## src/rtl/imem_loader.sv

```systemverilog
// imem_loader: boot-time loader that packs a byte stream into little-endian
// 32-bit words, writes them to instruction memory at consecutive addresses,
// and holds the core in reset until the whole program has been written.
module imem_loader #(
    parameter int unsigned I_ADDR_BITS = 6
) (
    input  logic                   clk,
    input  logic                   rst,
    input  logic                   start,
    input  logic [I_ADDR_BITS:0]   word_count,
    input  logic                   s_valid,
    input  logic [7:0]             s_data,
    output logic                   s_ready,
    output logic                   imem_we,
    output logic [I_ADDR_BITS-1:0] imem_addr,
    output logic [31:0]            imem_wdata,
    output logic                   core_rst_n,
    output logic                   busy,
    output logic                   done
);

    localparam int unsigned CNT_W = I_ADDR_BITS + 1;
    localparam int unsigned DEPTH = 1 << I_ADDR_BITS;
    localparam logic [CNT_W-1:0] DEPTH_CNT = CNT_W'(DEPTH);

    typedef enum logic [1:0] {
        IDLE  = 2'd0,
        LOAD  = 2'd1,
        WRITE = 2'd2,
        DONE  = 2'd3
    } state_t;

    state_t           state;
    state_t           next_state;
    logic [1:0]       byte_cnt;
    logic [23:0]      byte_buf;
    logic [CNT_W-1:0] word_idx;
    logic [CNT_W-1:0] count_q;
    logic [CNT_W-1:0] count_clamped;
    logic [CNT_W-1:0] idx_next;
    logic             byte_acc;

    // Handshake and status decoded straight from the state register
    assign s_ready = (state == LOAD);
    assign busy    = (state == LOAD) || (state == WRITE);

    // State register
    always_ff @(posedge clk or posedge rst) begin
        if (rst) begin
            state <= IDLE;
        end else begin
            state <= next_state;
        end
    end

    // Next-state decode; word index is one bit wider than the address so a
    // full-memory count compares without wrapping
    always_comb begin
        next_state    = state;
        count_clamped = (word_count > DEPTH_CNT) ? DEPTH_CNT : word_count;
        idx_next      = word_idx + CNT_W'(1);
        byte_acc      = s_valid && (state == LOAD);
        case (state)
            IDLE: begin
                if (start) begin
                    next_state = (count_clamped == '0) ? DONE : LOAD;
                end
            end
            LOAD: begin
                if (byte_acc && (byte_cnt == 2'd3)) begin
                    next_state = WRITE;
                end
            end
            WRITE: begin
                next_state = (idx_next == count_q) ? DONE : LOAD;
            end
            DONE: begin
                next_state = IDLE;
            end
            default: begin
                next_state = IDLE;
            end
        endcase
    end

    // Datapath and registered outputs, all keyed off the upcoming state
    always_ff @(posedge clk or posedge rst) begin
        if (rst) begin
            imem_we    <= 1'b0;
            imem_addr  <= '0;
            imem_wdata <= '0;
            done       <= 1'b0;
            core_rst_n <= 1'b0;
            byte_cnt   <= 2'd0;
            byte_buf   <= '0;
            word_idx   <= '0;
            count_q    <= '0;
        end else begin
            imem_we <= (next_state == WRITE);
            done    <= (next_state == DONE);

            if ((state == IDLE) && start) begin
                count_q    <= count_clamped;
                byte_cnt   <= 2'd0;
                word_idx   <= '0;
                core_rst_n <= 1'b0;
            end

            // Release the core as the load completes (wins over a zero-count start)
            if (next_state == DONE) begin
                core_rst_n <= 1'b1;
            end

            if (byte_acc) begin
                byte_cnt <= byte_cnt + 2'd1;
                case (byte_cnt)
                    2'd0: byte_buf[7:0]   <= s_data;
                    2'd1: byte_buf[15:8]  <= s_data;
                    2'd2: byte_buf[23:16] <= s_data;
                    default: begin
                        imem_wdata <= {s_data, byte_buf};
                        imem_addr  <= word_idx[I_ADDR_BITS-1:0];
                    end
                endcase
            end

            if (state == WRITE) begin
                word_idx <= idx_next;
            end
        end
    end

endmodule

```

## config.mk

```make
export PLATFORM = sky130hd
export DESIGN_NAME = imem_loader
export DESIGN_NICKNAME = d
export VERILOG_FILES = /design/src/rtl/imem_loader.sv
export SDC_FILE = /design/constraint.sdc
export NUM_CORES = 1
export LEC_CHECK = 0
export CAP_MARGIN = 20
export CORE_AREA = 4 4 99 101
export CTS_CLUSTER_DIAMETER = 200
export CTS_CLUSTER_SIZE = 30
export DETAILED_ROUTE_END_ITERATION = 12
export DIE_AREA = 0 0 103 105
export GPL_TIMING_DRIVEN = 1
export PLACE_DENSITY = 0.62
export SLEW_MARGIN = 10
export SYNTH_ARGS = -nofsm -noshare
export SYNTH_HDL_FRONTEND = slang
export SYNTH_SLANG_ARGS = --single-unit
```

## constraint.sdc

```tcl
create_clock -name clk -period 3.75 [get_ports clk]
set_clock_uncertainty 0.2 [all_clocks]
set_input_delay 0.75 -clock clk [delete_from_list [all_inputs] [get_ports clk]]
set_output_delay 0.75 -clock clk [all_outputs]
set_load 0.02 [all_outputs]
```

==> reports/metrics.yaml, run 1 <==
status:
  status: "finished, final reports clean"
grt:
  track_usage: 0.132
  grt-ovfl-total: 0
  grt_max_degree: 43
  grt_first_pass_wirelength_um: 11200
  antenna_found_initial: 0
  grt_pass1_vias: 2249
die:
  die_w_um: 103
  core_um2: 9020
  die_area_um2: 10800
  ioPinCount: 62
  die_h_um: 105
  start_util: 0.390
  rows: 35
cells_and_area:
  final_cells: 441
  fin_util: 0.496
  areaGrowthSynthToFinish_pct: 27.2
  regArea_um2: 2080
  final_cell_area_um2: 4480
  drive_above_1_share: 0.258
  antenna_cells: 0
  fill_cells: 824
  nNetsFinal: 353
  multi_input_area_um2: 1370
timing:
  layout_min_cycle_time_ns: 2.77
  max_freq_mhz: 361
  hold_viol: 0
  max-slew-margin-rel: 0.505
  slew_viol_final: 0
  setup_viol: 0
  finalCritPeriodShare: 0.739
  rsz0062_at_grt: "false"
  worst_pin_slew_ns: 0.742
  finalSetupTns_ns: 0
  layout_setup_ws_ns: 0.979
  hold_ws_ns: 0.296
synthesis:
  synth.distinct_cells: 36
  synth-seq-cells: 83
  ys_warn_count: 0
  seq_area_frac_synth: 0.590
  synth_nets: 288
  syn_inst: 260
  avgSynthCellArea_um2: 13.5
  syn_area_um2: 3520
placement:
  dpl.hpwl_um: 4570
  gp_congestion: 0.720
  place_area_um2: 4250
  dp.cells: 425
  place.port_buffers: 61
  dp_slack_ns: 0.789
critical_path:
  reg2reg_setup_slack_ns: 1.26
  critPathCaptureType: "output pin"
  path_max_fanout: 5
  required_ns: 2.80
  critPathArrivalTime_ns: 1.82
  critical_path_class: "reg2out"
  cp-start-kind: "flop"
clocking:
  post-cts-setup-buffer-count: 0
  postCtsHoldBufs: 0
  cts_buffer_depth: 2
  root_buffer: "clkbuf_8"
  clock-sinks: 83
  cts_tree: "done"
  cts_buffers: 9
  ctsResizeCount: 0
  clk_latency_ns: 0.34
  clk_transition_reported_paths_ns: 0.08
  htreeDepth: 3
routing:
  drc_errors: 0
  routed_wl_um: 6480
  firstDrtPassIters: 4
  routedWlPerCell_um: 14.7
  drtAntennaViolNets: 0
  vias: 2173
  drt_iter0_markers: 52
  viasPerCell: 4.93
worst_hold_path:
  hold_class: "reg2reg"
pwr:
  vdd_drop_max_mv: 0.329
  p_leak_nw: 2.01
  pwr_density_cell_nw_per_um2: 802
  fin_total_pwr_mw: 3.59
run:
  maxCapViolCount: 0
-- per-layer routing --
metal,global-route usage,routed length (um)
met1,0.176,2970
met3,0.0434,389
met2,0.201,3040
met4,0.0453,73
met5,0,0
-- report_power, final --
| part | internal (mW) | switching (mW) |
|---|---|---|
| logic | 0.742 | 0.653 |
| registers | 1.26 | 0.217 |
| clock network | 0.397 | 0.316 |
| total | 2.40 | 1.19 |
-- layout make-up --
class / instances / share of cell area
clock inverter: 5 / 0.0190
tap: 111 / 0.0310
sequential: 83 / 0.464
multi-input combinational: 161 / 0.306
timing repair buffer: 63 / 0.143
inverter: 7 / 0.00615
clock buffer: 11 / 0.0316
-- worst max-delay path: stages (launching register included) --
cell	delay [ns]
dfrtp_1	0.42
inv_1	0.12
ha_1	0.29
clkdlybuf4s50_1	0.65
-- cells by family after synthesis --
| family | after synthesis | synth area share |
|---|---|---|
| xor gates and xnor gates | 10 | 0.0270 |
| muxes | 67 | 0.213 |
| and+or+nand+nor | 52 | 0.0729 |
| DFF | 83 | 0.590 |
| adders and majority gates | 9 | 0.0320 |
| buffers and inverters | 16 | 0.0220 |
| AOI/OAI and AO/OA | 23 | 0.0427 |
-- registers in the layout, summed over array words and instances (netlist names) --
| signal | cells |
|---|---|
| imem_wdata | 32 |
| byte_buf | 24 |
| count_q | 7 |
| word_idx | 7 |
| imem_addr | 6 |
| byte_cnt | 2 |
| state | 2 |
| core_rst_n | 1 |
| done | 1 |
| imem_we | 1 |
-- worst paths after layout --
path | to | startpoint | cells after the start
worst min register to register | imem_wdata[10]$_DFFE_PP0P_ | byte_buf[10]$_DFFE_PP0P_ | 1
worst max register to register | imem_addr[5]$_DFFE_PP0P_ | state[1]$_DFF_PP0_ | 6
min in group asynchronous | byte_buf[23]$_DFFE_PP0P_ | rst | 2
worst min-delay path | imem_wdata[10]$_DFFE_PP0P_ | byte_buf[10]$_DFFE_PP0P_ | 1
worst max-delay path | s_ready | state[1]$_DFF_PP0_ | 3
max in group asynchronous | byte_buf[21]$_DFFE_PP0P_ | rst | 3
-- placed cells by master (no fill, tap or decap), types with 2 or more instances in the layout --
cell	n
nand2b_1	6
clkdlybuf4s50_1	61
clkbuf_8	10
ha_1	9
nor4_1	2
nand3_1	6
mux2_1	3
nor2_1	6
nand2_1	21
bufinv_16	2
xnor2_1	7
mux2_2	61
inv_1	6
xor2_1	2
dfrtp_1	83
mux2i_1	3
a21oi_1	5
nand4_1	2
o21ai_0	11
-- Yosys cell counts --
library cell  number  area [um^2]
nand3_2            1         10.0
a31oi_4            1         21.3
mux2i_1            3         30.0
inv_1              7         26.3
nor2b_1            1         6.26
dfrtp_1           83         2080
buf_4              1         7.51
o21ai_0           11         55.1
and2_1             1         6.26
nand2_1           22         82.6
o21ai_2            1         8.76
nand3_1            6         30.0
xnor2_1            7         61.3
nor3b_1            1         7.51
or3_4              1         11.3
a21oi_1            5         25.0
xor2_2             1         16.3
nor4_1             2         12.5
xor2_1             2         17.5
nor3_1             1         5.00
a21o_1             1         7.51
ha_1               9          113
o211ai_1           1         7.51
mux2_1             3         33.8
mux2_2            61          687
nand2b_1           6         37.5
nor2_1             6         22.5
a21boi_1           1         7.51
and3_1             1         6.26
clkbuf_1           2         7.51
buf_2              5         25.0
a22o_1             1         8.76
nand4_1            2         12.5
buf_6              1         11.3
a311oi_1           1         8.76
or3_1              1         6.26
(Power assumes the default switching activity.)
==> inputs of run 2 (changes only) <==
- clock period: 3.75 -> 2.6 ns (I/O delays scaled with it)
==> reports/metrics.yaml, run 2 (synthesis gave the netlist of run 1 again) <==
cells_and_area:
  largest_reg_flops: 32
  final_common_cell: "dfrtp_1"
  nNetsFinal: 355
  fill_cells: 793
  areaGrowthSynthToFinish_pct: 27.2
  final_cell_area_um2: 4480
  final_cell_mix: "dfrtp_1 (83), mux2_2 (61), clkdlybuf4s50_1 (60)"
  antenna_cells: 0
  top_regs: "imem_wdata x32, byte_buf x24"
  fin_util: 0.496
  regMostFlops: "imem_wdata"
  drive_above_1_share: 0.259
timing:
  layout_setup_ws_ns: 0.139
  layout_min_cycle_time_ns: 2.46
  setup_viol: 0
  worst_pin_slew_ns: 0.486
  max-slew-margin-rel: 0.676
  hold_viol: 0
  max_freq_mhz: 406
  finalSetupTns_ns: 0
  finalCritPeriodShare: 0.947
  rsz0062_at_grt: "false"
  slew_viol_final: 0
die:
  die_area_um2: 10800
  die_h_um: 105
  rows: 35
  die_w_um: 103
  start_util: 0.390
  core_um2: 9020
  ioPinCount: 62
status:
  status: "finished, final reports clean"
worst_hold_path:
  hold_class: "reg2reg"
  whs_endpoint: "core_rst_n$_DFFE_PP0P_"
  hold_depth: 2
  min_from: "core_rst_n$_DFFE_PP0P_"
grt:
  grt_first_pass_wirelength_um: 10800
  grt_pass1_vias: 2158
  grt_max_degree: 84
  track_usage: 0.129
  grt-ovfl-total: 0
  antenna_found_initial: 0
clocking:
  cts_buffers: 9
  clk_latency_ns: 0.35
  htreeDepth: 3
  clk_transition_reported_paths_ns: 0.09
  cts_buffer_depth: 2
  postCtsHoldBufs: 0
  root_buffer: "clkbuf_8"
  cts_tree: "done"
  clock-sinks: 83
run:
  maxCapViolCount: 0
placement:
  place.port_buffers: 61
  gp_congestion: 0.748
  dpl.hpwl_um: 4490
  place_area_um2: 4280
  dp_slack_ns: 0.305
pwr:
  p_leak_nw: 2.02
  vdd_drop_max_mv: 0.505
  pwr_density_cell_nw_per_um2: 1140
critical_path:
  critPathCaptureType: "output pin"
  critPathArrivalTime_ns: 1.74
  critPathMaxStageDelay_ns: 0.60
  rr_startpoint: "state[1]$_DFF_PP0_"
  path_max_fanout: 4
  critical_path_class: "reg2out"
  cp_slowest_cell: "clkdlybuf4s50_1"
  r2r-end: "byte_buf[12]$_DFFE_PP0P_"
  crit_path_start: "state[0]$_DFF_PP0_"
  crit_chain: "inv_1 -> ha_1 -> clkdlybuf4s50_1"
  required_ns: 1.88
  reg2reg_setup_slack_ns: 0.52
  cp-start-kind: "flop"
  ff2ff_path_depth: 5
routing:
  routed_wl_um: 6570
  drt_iter0_markers: 91
  firstDrtPassIters: 4
  drc_errors: 0
  routedWlPerCell_um: 14.8
  viasPerCell: 4.98
  drtAntennaViolNets: 0
  vias: 2205
run 2: how the worst max path moves through the flow:
stage | to | slack, ns | cells past startpoint
final | busy | 0.14 | 3
after global routing | busy | 0.04 | 3
after CTS | s_ready | 0.06 | 3
after detailed placement | byte_buf[12]$_DFFE_PP0P_ | 0.30 | 4
after global placement | byte_buf[12]$_DFFE_PP0P_ | 0.31 | 4
after floorplan | imem_wdata[1]$_DFFE_PP0P_ | 0.48 | 8
run 2: metal layers:
metal / GRT usage / wire length [um] / part of all wire / vias to the layer above
met5: 0 / 0 / 0 / -
li1: - / - / - / 1041
met1: 0.168 / 2940 / 0.45 / 1107
met2: 0.203 / 3150 / 0.48 / 48
met3: 0.0441 / 389 / 0.059 / 9
met4: 0.0389 / 89 / 0.014 / 0
run 2: metrics by stage:
| stage | total power, mW | hold WS (ns) | cells |
|---|---|---|---|
| 6_report | 5.09 | 0.283 | 443 |
| 5_1_grt | 5.41 | 0.302 | 443 |
| 4_1_cts | 5.16 | 0.293 | 443 |
| 3_5_place_dp | 4.23 | 0.272 | 427 |
| 3_3_place_gp | 4.17 | 0.261 | 427 |
| 2_1_floorplan | 3.39 | 0.252 | 260 |
run 2: final cells by class:
| cell class | instances | area, um^2 | share of cell area |
|---|---|---|---|
| timing repair buffer | 65 | 668 | 0.149 |
| tap | 111 | 139 | 0.0310 |
| sequential | 83 | 2080 | 0.464 |
| inverter | 7 | 30.0 | 0.00671 |
| multi-input combinational | 161 | 1370 | 0.305 |
| clock buffer | 12 | 145 | 0.0324 |
| clock inverter | 4 | 50.0 | 0.0112 |
run 2: report_power, final:
part           switching [mW]  internal [mW]
Sequential              0.309           1.82
Combinational           0.944           1.08
Clock                   0.460          0.470
Total                    1.71           3.37
run 2: what timing repair did:
item	CTS	global route
gates resized for setup	0	1
setup buffers	0	0
endpoints found under the hold margin	0	0
endpoints found under the setup margin	0	1
run 2: worst max-delay path, delay by kind of cell (launching register included):
kind	cells	cell delay (ns)
flops	1	0.41
fa+ha+maj	1	0.28
buf+inv	2	0.70
==> inputs of run 3 (changes only) <==
- CORE_AREA: 4 4 99 101 -> 5 5 100 102
- DIE_AREA: 0 0 103 105 -> 0 0 105 107
==> reports/metrics.yaml, run 3 (synthesis gave the netlist of run 1 again) <==
routing:
  vias: 2171
  drc_errors: 0
  routed_wl_um: 6610
  viasPerCell: 4.92
  drtAntennaViolNets: 0
  firstDrtPassIters: 6
  routedWlPerCell_um: 15.0
  drt_iter0_markers: 76
worst_hold_path:
  whs_endpoint: "imem_wdata[8]$_DFFE_PP0P_"
  hold_class: "reg2reg"
  hold_depth: 1
  min_from: "byte_buf[8]$_DFFE_PP0P_"
timing:
  max-slew-margin-rel: 0.672
  hold_viol: 0
  worst_pin_slew_ns: 0.492
  layout_min_cycle_time_ns: 2.49
  max_freq_mhz: 401
  finalSetupTns_ns: 0
  layout_setup_ws_ns: 0.108
  rsz0062_at_grt: "false"
  finalCritPeriodShare: 0.958
  slew_viol_final: 0
  setup_viol: 0
clocking:
  post-cts-setup-buffer-count: 0
  root_buffer: "clkbuf_8"
  cts_tree: "done"
  htreeDepth: 3
  clk_transition_reported_paths_ns: 0.08
  ctsResizeCount: 0
  cts_buffers: 9
  clock-sinks: 83
  postCtsHoldBufs: 0
  clk_latency_ns: 0.34
  cts_buffer_depth: 2
placement:
  place.port_buffers: 61
  gp_congestion: 0.756
  dp.cells: 426
  dp_slack_ns: 0.334
  dpl.hpwl_um: 4510
status:
  status: "finished, final reports clean"
cells_and_area:
  final_common_cell: "dfrtp_1"
  final_cell_mix: "dfrtp_1 (83), mux2_2 (61), clkdlybuf4s50_1 (61)"
  final_cells: 441
  fill_cells: 822
  drive_above_1_share: 0.258
  largest_reg_flops: 32
  areaGrowthSynthToFinish_pct: 27.2
  nNetsFinal: 354
  top_regs: "imem_wdata x32, byte_buf x24"
  regMostFlops: "imem_wdata"
  antenna_cells: 0
pwr:
  fin_total_pwr_mw: 5.13
  p_leak_nw: 2.01
  vdd_drop_max_mv: 0.370
  pwr_density_cell_nw_per_um2: 1140
run:
  maxCapViolCount: 0
grt:
  antenna_found_initial: 0
  grt_pass1_vias: 2309
  grt_first_pass_wirelength_um: 11200
  grt_max_degree: 84
  track_usage: 0.125
  grt-ovfl-total: 0
critical_path:
  critPathCaptureType: "output pin"
  rr_startpoint: "state[1]$_DFF_PP0_"
  r2r-end: "imem_we$_DFF_PP0_"
  critical_path_class: "reg2out"
  reg2reg_setup_slack_ns: 0.53
  path_max_fanout: 5
  critPathMaxStageDelay_ns: 0.64
  critical_path_buf_inv_count: 2
  required_ns: 1.88
  crit_chain: "inv_1 -> ha_1 -> clkdlybuf4s50_1"
  ff2ff_path_depth: 8
  cp-start-kind: "flop"
  crit_family: "buffers and inverters"
  cp_slowest_cell: "clkdlybuf4s50_1"
  critPathArrivalTime_ns: 1.77
die:
  die_w_um: 105
  core_um2: 9020
  start_util: 0.390
  die_h_um: 107
  rows: 35
  ioPinCount: 62
  die_area_um2: 11200
## run 3: metal layers
| metal | track usage | wire (um) | vias to the layer above |
|---|---|---|---|
| met1 | 0.156 | 2910 | 1088 |
| met2 | 0.206 | 3300 | 52 |
| met4 | 0.0420 | 71 | 0 |
| met3 | 0.0367 | 332 | 6 |
| li1 | - | - | 1025 |
| met5 | 0 | 0 | - |
## run 3: layout make-up
| type | instances | area, um^2 | share of cell area |
|---|---|---|---|
| Multi-Input combinational cell | 161 | 1370 | 0.305 |
| Tap cell | 111 | 139 | 0.0310 |
| Timing Repair Buffer | 64 | 658 | 0.147 |
| Clock inverter | 5 | 78.8 | 0.0176 |
| Sequential cell | 83 | 2080 | 0.464 |
| Inverter | 7 | 30.0 | 0.00671 |
| Clock buffer | 10 | 128 | 0.0285 |
## run 3: per-stage QoR
step	utilization	cell area (um^2)	hold WS (ns)
6_report	0.496	4480	0.280
5_1_grt	0.496	4480	0.291
4_1_cts	0.496	4480	0.284
3_5_place_dp	0.474	4270	0.266
3_3_place_gp	0.474	4270	0.265
2_1_floorplan	-	3520	0.252
## run 3: report_power, final
part | switching (mW) | total [mW] | internal, mW
sequential | 0.309 | 2.13 | 1.82
clock | 0.440 | 0.975 | 0.535
combinational | 0.941 | 2.02 | 1.08
total | 1.69 | 5.13 | 3.44
## run 3: worst max path at each step
stage	startpoint	to	slack, ns	cells after the start
finish	state[1]$_DFF_PP0_	s_ready	0.11	3
global route	state[1]$_DFF_PP0_	s_ready	0.01	3
CTS	state[1]$_DFF_PP0_	s_ready	0.07	3
detailed placement	s_valid	byte_buf[15]$_DFFE_PP0P_	0.33	4
global placement	s_valid	byte_buf[15]$_DFFE_PP0P_	0.34	4
floorplan	state[1]$_DFF_PP0_	imem_wdata[1]$_DFFE_PP0P_	0.48	8
## run 3: worst register-to-register path, cell delays in order (launching register included)
cell,delay [ns]
dfrtp_1,0.41
inv_1,0.13
ha_1,0.26
and2_1,0.25
nand2_2,0.13
a311oi_1,0.31
a21o_1,0.17
inv_1,0.06
nor2_1,0.08
